**config.mk**
```make
export PLATFORM = sky130hd
export DESIGN_NAME = base_rr_arb_mux
export DESIGN_NICKNAME = d
export VERILOG_FILES = /design/src/rtl/base_pkg.sv /design/src/rtl/base_rr_pick.sv /design/src/rtl/base_rr_arb_mux.sv
export SDC_FILE = /design/constraint.sdc
export NUM_CORES = 1
export LEC_CHECK = 0
export CORE_MARGIN = 1
export CORE_UTILIZATION = 30
export CTS_BUF_LIST = sky130_fd_sc_hd__clkbuf_2
export DETAILED_ROUTE_END_ITERATION = 7
export PLACE_DENSITY = 0.61
export SLEW_MARGIN = 20
export SYNTH_ARGS = -nofsm -noshare
export SYNTH_HDL_FRONTEND = slang
export SYNTH_SLANG_ARGS = --single-unit
```
**constraint.sdc**
```tcl
create_clock -name clk -period 1.69 [get_ports clk]
set_input_delay 0.4225 -clock clk [delete_from_list [all_inputs] [get_ports clk]]
set_output_delay 0.4225 -clock clk [all_outputs]
set_load 0.005 [all_outputs]
```
**src/rtl/base_pkg.sv**
```systemverilog
// Shared arbiter types and helpers. Round-robin blocks import this package.
package base_pkg;

    typedef enum logic {
        IDLE = 1'b0,
        LOCK = 1'b1
    } arb_state_t;

    // Modular increment that wraps at n-1 explicitly, so non-power-of-2 counts never reach unused codes.
    function automatic int rr_next(input int idx, input int n);
        return (idx >= n - 1) ? 0 : idx + 1;
    endfunction

endpackage

```
**src/rtl/base_rr_pick.sv**
```systemverilog
// Combinational rotating-priority picker: the first set req bit at or after ptr wins, wrapping at ways-1.
module base_rr_pick #(
    parameter int ways = 2,
    parameter int selw = 1
) (
    input  logic [ways-1:0] req,
    input  logic [selw-1:0] ptr,
    output logic [ways-1:0] gnt,
    output logic [selw-1:0] gnt_idx,
    output logic            any
);

    always_comb begin
        int k;
        gnt     = '0;
        gnt_idx = '0;
        any     = 1'b0;
        k       = 0;
        for (int i = 0; i < ways; i++) begin
            k = int'(ptr) + i;
            if (k >= ways) begin
                k = k - ways;
            end
            if (!any && req[k]) begin
                any     = 1'b1;
                gnt[k]  = 1'b1;
                gnt_idx = selw'(k);
            end
        end
    end

endmodule

```
**src/rtl/base_rr_arb_mux.sv**
```systemverilog
// Round-robin arbiter with packet locking in front of a one-entry registered output stage.
// A requester that starts a multi-beat packet keeps the channel until its last beat is accepted.
module base_rr_arb_mux
    import base_pkg::*;
#(
    parameter int ways  = 2,
    parameter int width = 1,
    parameter int selw  = 1
) (
    input  logic                  clk,
    input  logic                  reset,
    input  logic [ways-1:0]       i_v,
    output logic [ways-1:0]       i_r,
    input  logic [ways*width-1:0] i_d,
    input  logic [ways-1:0]       i_l,
    output logic                  o_v,
    input  logic                  o_r,
    output logic [width-1:0]      o_d,
    output logic                  o_l,
    output logic [selw-1:0]       o_sel
);

    generate
        if (selw != $clog2(ways)) begin : g_bad_selw
            $error("base_rr_arb_mux: selw must equal $clog2(ways)");
        end
        if (ways < 2) begin : g_bad_ways
            $error("base_rr_arb_mux: ways must be at least 2");
        end
    endgenerate

    arb_state_t        state_q, state_d;
    logic [selw-1:0]   ptr_q, ptr_d;
    logic [selw-1:0]   lock_q, lock_d;
    logic              o_v_q, o_v_d;
    logic [width-1:0]  o_d_q, o_d_d;
    logic              o_l_q, o_l_d;
    logic [selw-1:0]   o_sel_q, o_sel_d;

    logic              free;
    logic [ways-1:0]   pick_req;
    logic [selw-1:0]   pick_ptr;
    logic [ways-1:0]   gnt;
    logic [selw-1:0]   gnt_idx;
    logic              any;
    logic              accept;
    logic [width-1:0]  beat_d;
    logic              beat_l;
    logic [width-1:0]  beat_slice [ways];

    assign free = ~o_v_q | o_r;

    // While locked, only the owner is presented to the picker; starting the search at the owner makes it win.
    always_comb begin
        pick_req = i_v;
        pick_ptr = ptr_q;
        if (state_q == LOCK) begin
            pick_req         = '0;
            pick_req[lock_q] = i_v[lock_q];
            pick_ptr         = lock_q;
        end
    end

    base_rr_pick #(
        .ways (ways),
        .selw (selw)
    ) u_pick (
        .req     (pick_req),
        .ptr     (pick_ptr),
        .gnt     (gnt),
        .gnt_idx (gnt_idx),
        .any     (any)
    );

    assign accept = any & free & ~reset;
    assign i_r    = accept ? gnt : '0;

    // AND-OR mux: the grant is one-hot, so OR-ing the masked slices needs no priority chain.
    genvar gi;
    generate
        for (gi = 0; gi < ways; gi++) begin : g_slice
            assign beat_slice[gi] = i_d[gi*width +: width] & {width{gnt[gi]}};
        end
    endgenerate

    always_comb begin
        beat_d = '0;
        for (int k = 0; k < ways; k++) begin
            beat_d = beat_d | beat_slice[k];
        end
        beat_l = |(i_l & gnt);
    end

    always_comb begin
        state_d = state_q;
        ptr_d   = ptr_q;
        lock_d  = lock_q;
        o_v_d   = o_v_q;
        o_d_d   = o_d_q;
        o_l_d   = o_l_q;
        o_sel_d = o_sel_q;
        if (accept) begin
            o_v_d   = 1'b1;
            o_d_d   = beat_d;
            o_l_d   = beat_l;
            o_sel_d = gnt_idx;
            if (beat_l) begin
                state_d = IDLE;
                ptr_d   = selw'(rr_next(int'(gnt_idx), ways));
            end else begin
                state_d = LOCK;
                lock_d  = gnt_idx;
            end
        end else if (o_r) begin
            o_v_d = 1'b0;
        end
    end

    always_ff @(posedge clk or posedge reset) begin
        if (reset) begin
            state_q <= IDLE;
            ptr_q   <= '0;
            lock_q  <= '0;
            o_v_q   <= 1'b0;
            o_d_q   <= '0;
            o_l_q   <= 1'b0;
            o_sel_q <= '0;
        end else begin
            state_q <= state_d;
            ptr_q   <= ptr_d;
            lock_q  <= lock_d;
            o_v_q   <= o_v_d;
            o_d_q   <= o_d_d;
            o_l_q   <= o_l_d;
            o_sel_q <= o_sel_d;
        end
    end

    assign o_v   = o_v_q;
    assign o_d   = o_d_q;
    assign o_l   = o_l_q;
    assign o_sel = o_sel_q;

endmodule
```
== Yosys cells after proc, flatten, opt, wreduce, memory -nomap -nowiden ==
Cells that the tools add are included.

* Flip-flop bits (word level): 7
* Latch bits: 0
* RAM bits: 0
* Bits in read-only memories: 0
* Word-level logic and storage cells: 70
* Memories: 0

* Add/subtract/negate cells: 4
* Multipliers: 0
* Divide/modulo/power cells: 0
* Order comparisons: 9
* Equal/unequal tests: 0
* Shifts and indexed selects: 0
* Mux-type cells: 29
* Bitwise logic cells: 12
* Reduce and logical (&&, ||, !) cells: 9

{| class="wikitable"
|+ Operator list
! kind !! number
|-
| $ge 32x1->1 const B || 2
|-
| $lt 32x3->1 const B || 2
|-
| $mux 32 || 2
|-
| $ge 32x3->1 const B || 1
|-
| $sub 32x3->32 const B || 1
|-
| $mux 1 || 20
|-
| $mux 2 || 4
|-
| $and 1x1->1 || 4
|-
| $and 2x2->2 || 2
|-
| $logic_and 1x1->1 || 4
|-
| $reduce_and 2->1 || 2
|-
| $demux 1 s1 || 3
|-
| $not 1->1 || 3
|-
| $sub 1x2->3 const B || 1
|-
| $add 1x1->2 const B || 1
|-
| $ge 1x1->1 const B || 2
|-
| $ge 1x2->1 const B || 1
|-
| $lt 1x2->1 const B || 1
|-
| $or 1x1->1 || 2
|-
| $or 2x2->2 || 1
|-
| $reduce_bool 2->1 || 1
|-
| $reduce_or 2->1 || 1
|-
| $add 1x1->1 const B || 1
|-
| $logic_not 1->1 || 1
|}

== Depth between registers and ports, before layout ==
* Word-level depth: 17
* Mapped depth: 5
* Gate-level depth less buffers: 4

== By module ==
From an unflattened synthesis, not the netlist that was laid out.

* Cell total of the unflattened synthesis: 37
* Area total of the unflattened synthesis: 425.4 µm²

{| class="wikitable"
|+ Modules (own cells, without submodules)
! module !! times used !! cells an instance !! area an instance (µm²) !! seq. area each (µm²)
|-
| base_rr_arb_mux || 1 || 32 || 392.9 || 175.2
|-
| base_rr_pick || 1 || 5 || 32.5 || 0.0
|}

== Worst setup path before layout ==
Ideal clock, no wire load.

* Path kind: reg-to-output
* Start point: reg lock_q
* End point: out i_r[0]
* Arrival time: 1.297 ns
* Required time: 1.267 ns
* Path slack: -0.030 ns
* Stages on the path, launching flop included: 5
* Path buffers: 1
* Cell sequence: dfrtp_1 > mux2i_1 > a2111oi_4 > buf_6 > and4_1

* Cells in the longest elaborated chain, start to end: 16
* Elaborated cells between the ends (all ways): 43
* Those cells by class: add/sub: 3; order compare: 8; mux: 23; bitwise: 4; reduce/logical: 5

{| class="wikitable"
|+ Ends and longest elaborated chain
! what !! RTL line !! source
|-
| from (decl) || base_rr_arb_mux.sv:34 || <nowiki>logic [selw-1:0] lock_q, lock_d;</nowiki>
|-
| from (signal assigned) || base_rr_arb_mux.sv:131 || <nowiki>lock_q <= lock_d;</nowiki>
|-
| parallel branches: the longest is 15 deep, another holds $sub 32x3->32 || -- ||
|-
| $mux 2 (*) || base_rr_arb_mux.sv:76 || <nowiki>assign i_r = accept ? gnt : '0;</nowiki>
|-
| to (decl) || base_rr_arb_mux.sv:13 || <nowiki>output logic [ways-1:0] i_r,</nowiki>
|}

Every way passes the cells marked *. The select of a mux whose other input is x is not followed.

== Worst setup path after layout ==
* Start point: in o_r
* End point: out i_r[0]

* Cells in the longest elaborated chain, start to end: 4

{| class="wikitable"
|+ Ends and longest elaborated chain
! what !! RTL line !! source
|-
| from (decl) || base_rr_arb_mux.sv:17 || <nowiki>input logic o_r,</nowiki>
|-
| $or 1x1->1 || base_rr_arb_mux.sv:51 || <nowiki>assign free = ~o_v_q | o_r;</nowiki>
|-
| $and 1x1->1 (2 in series) || base_rr_arb_mux.sv:75 || <nowiki>assign accept = any & free & ~reset;</nowiki>
|-
| $mux 2 || base_rr_arb_mux.sv:76 ||
|}

No other way between the ends.

==> results.py <==
metrics = {
    "outcome": {
        "status": "complete, but fails checks",
        "violations": "setup timing",
    },
    "grt": {
        "grt_use_total_pct": 16.47,
        "grt.overflow.total": 0,
        "grt_max_degree": 8,
        "grt_pass1_vias": 415,
        "antenna_found_initial": 0,
        "grt_pass1_wl_um": 1656,
    },
    "cts": {
        "h-tree-depth": 1,
        "ctsLongestPathBuffers": 2,
        "cts_buffers": 3,
        "cts_hold_buf": 0,
        "tritoncts": "built",
        "cts_sinks": 7,
        "cts-root-buf": "clkbuf_2",
        "clkSlewWorstSetupHoldPaths_ps": 80,
        "clk_latency_ps": 240,
    },
    "worst_hold_path": {
        "hold_path.class": "in -> async",
    },
    "layout": {
        "layout_common_cells": "buf_4, clkdlybuf4s50_1, dfrtp_1",
        "finalCoreUtilization_pct": 59.10,
        "final_nets": 91,
        "layout_commonest_cell": "buf_4",
        "stdcell_count": 96,
        "diodes": 0,
        "drive_gt1_share_pct": 44.44,
        "area_delta_synth_final_pct": 83.94,
    },
    "critical_path": {
        "cp.arrival_ps": 1580,
        "worstPathCellList": "clkdlybuf4s50_1, nor2b_2, a2111oi_4, buf_4, and4_1, buf_2",
        "crit_path_max_fanout": 2,
        "cp_slowest_stage_delay_ps": 470,
        "crit_slowest_cell": "clkdlybuf4s50_1",
        "cp-end-kind": "output port",
        "cp_top_family": "buffers and inverters",
        "required_ps": 1270,
        "crit_type": "in -> out",
        "path_buf_inv": 3,
        "start_kind": "primary input",
    },
    "placed_design": {
        "hpwl_um": 794.4,
        "place_congestion": 0.8252,
        "dp.cells": 83,
        "port_buffers": 14,
        "preCtsSetupSlack_ps": -983.6,
    },
    "synthesis": {
        "ys_seq_elements": 7,
        "synth_area_sq_um": 412.9,
        "yosysUniqueCellTypes": 25,
        "yosys.area.top_type_share_pct": 42.42,
        "avgSynthCellArea_sq_um": 9.831,
        "ys_top_cells_by_area": "dfrtp_1, a2111oi_4, nand4_1",
        "synth_nets": 51,
        "synth_top_area_cell": "dfrtp_1",
        "seq_area_frac_synth_pct": 42.42,
        "syn_inst": 42,
        "yosys_warnings": 0,
    },
    "run": {
        "drv_cap": 0,
    },
    "timing": {
        "setup_viol": 3,
        "worst_slack_ps": -312.9,
        "rsz0062_at_grt": "true",
        "finalCriticalPeriod_ps": 2003,
        "finClkSkew_ps": 12.64,
        "maxSlewViolCount": 0,
        "worst_pin_slew_ps": 284.0,
        "slew_headroom_pct": 81.04,
        "fmax_mhz": 499.3,
        "fin_crit_sh_pct": 118.5,
        "hold_viol_final": 0,
    },
    "drt": {
        "drt_first_pass_iters": 4,
        "via_per_inst": 5.167,
        "wirelength_um": 1187,
        "drc_errors": 0,
        "vias": 496,
        "postRouteAntennaNets": 0,
        "initialDrtViolationCount": 12,
        "wl_per_cell_um": 12.36,
    },
    "power_and_ir_drop": {
        "leakage_nw": 0.3700,
        "power_density_mw_per_mm2": 1353,
        "p_total_mw": 1.027,
        "peakVddDrop_v": 0.0005284,
    },
    "die": {
        "core_sq_mm": 0.001285,
        "die_h_um": 39.10,
        "die_x_um": 39.10,
        "row_count": 13,
        "start_util_pct": 32.13,
        "dieArea_sq_mm": 0.001529,
        "ios": 15,
    },
}
-- layout make-up --
| class | instances | area [sq um] |
|---|---|---|
| fillers | 115 | 525.5 |
| repair buffers | 36 | 302.8 |
| multi-input cells | 30 | 227.7 |
| flip-flops and latches | 7 | 175.2 |
| clock buffers | 4 | 20.02 |
| well taps | 15 | 18.77 |
| inverters | 4 | 15.01 |
-- cells in the mapped netlist, drive strengths merged --
library cell  n
nand3         2
nand3b        1
dfrtp         7
or3b          1
a2111oi       1
nand2         3
mux2i         1
a31oi         2
a21oi         2
or2           1
o21a          1
a41oi         1
nor2b         1
and3          2
inv           4
and4          1
o21ai         2
a211oi        1
nand4         3
nand2b        1
o21ba         1
nor2          2
buf           1
-- per-layer routing --
layer  part of all wire (%)  wire length (um)  vias to the layer above  track usage (%)
met1                     44               528                      233            19.79
li1                       -                 -                      232                -
met4                    2.4                29                        0            10.34
met3                    6.1                73                        8            1.734
met5                      0                 0                        -                0
met2                     47               554                       23            27.50
-- sequential cells by signal, indices dropped and copies added (netlist names) --
signal / cells
lock_q: 1
o_d: 1
o_l: 1
o_sel: 1
o_v: 1
ptr_q: 1
state_q: 1
-- worst min-delay path, cell delays in order --
cell           delay (ps)
dlygate4sd2_1         270
buf_4                 150
inv_1                 220
-- report_power, final --
| group | leakage (nW) | switching [mW] | internal [mW] |
|---|---|---|---|
| clock | 0.0166 | 0.0631 | 0.0629 |
| sequential | 0.0836 | 0.0605 | 0.246 |
| combinational | 0.270 | 0.221 | 0.374 |
-- logic make-up after synthesis --
family / Yosys count / synth area share [%]
AO/OA/AOI/OAI: 11 / 22.73
buffers and inverters: 5 / 6.362
flip-flops: 7 / 42.42
multiplexers: 1 / 2.424
AND/OR/NAND/NOR: 18 / 26.07
-- worst paths after layout --
path / start / end / slack [ps] / depth (start not counted)
setup / recovery: o_r / i_r[0] / -310 / 6
hold / removal: reset / o_d$_DFFE_PP0P_ / 420 / 3
setup reg to reg: lock_q$_DFFE_PP0P_ / o_d$_DFFE_PP0P_ / 20 / 9
hold reg to reg: o_l$_DFFE_PP0P_ / o_l$_DFFE_PP0P_ / 510 / 1
max in group asynchronous: reset / o_v$_DFFE_PP0P_ / 1030 / 3
min in group clk: o_l$_DFFE_PP0P_ / o_l$_DFFE_PP0P_ / 510 / 1
-- timing repair --
item / 4_1_cts / 5_1_grt
endpoints found under the setup margin: 8 / 7
resized for setup: 12 / 6
pin swaps: 3 / 1
setup buffers: 7 / 3
-- per-stage QoR --
| step | hold slack (ps) | instance area (sq um) | setup TNS [ps] |
|---|---|---|---|
| 6_report | 423.6 | 759.5 | -556.7 |
| 5_1_grt | 455.4 | 759.5 | -800.6 |
| 4_1_cts | 429.3 | 721.9 | -671.8 |
| 3_5_place_dp | 496.4 | 658.1 | -3756 |
| 3_3_place_gp | 487.9 | 658.1 | -3431 |
| 2_1_floorplan | 225.9 | 412.9 | 0 |
Power figures use the tool's default switching activity.
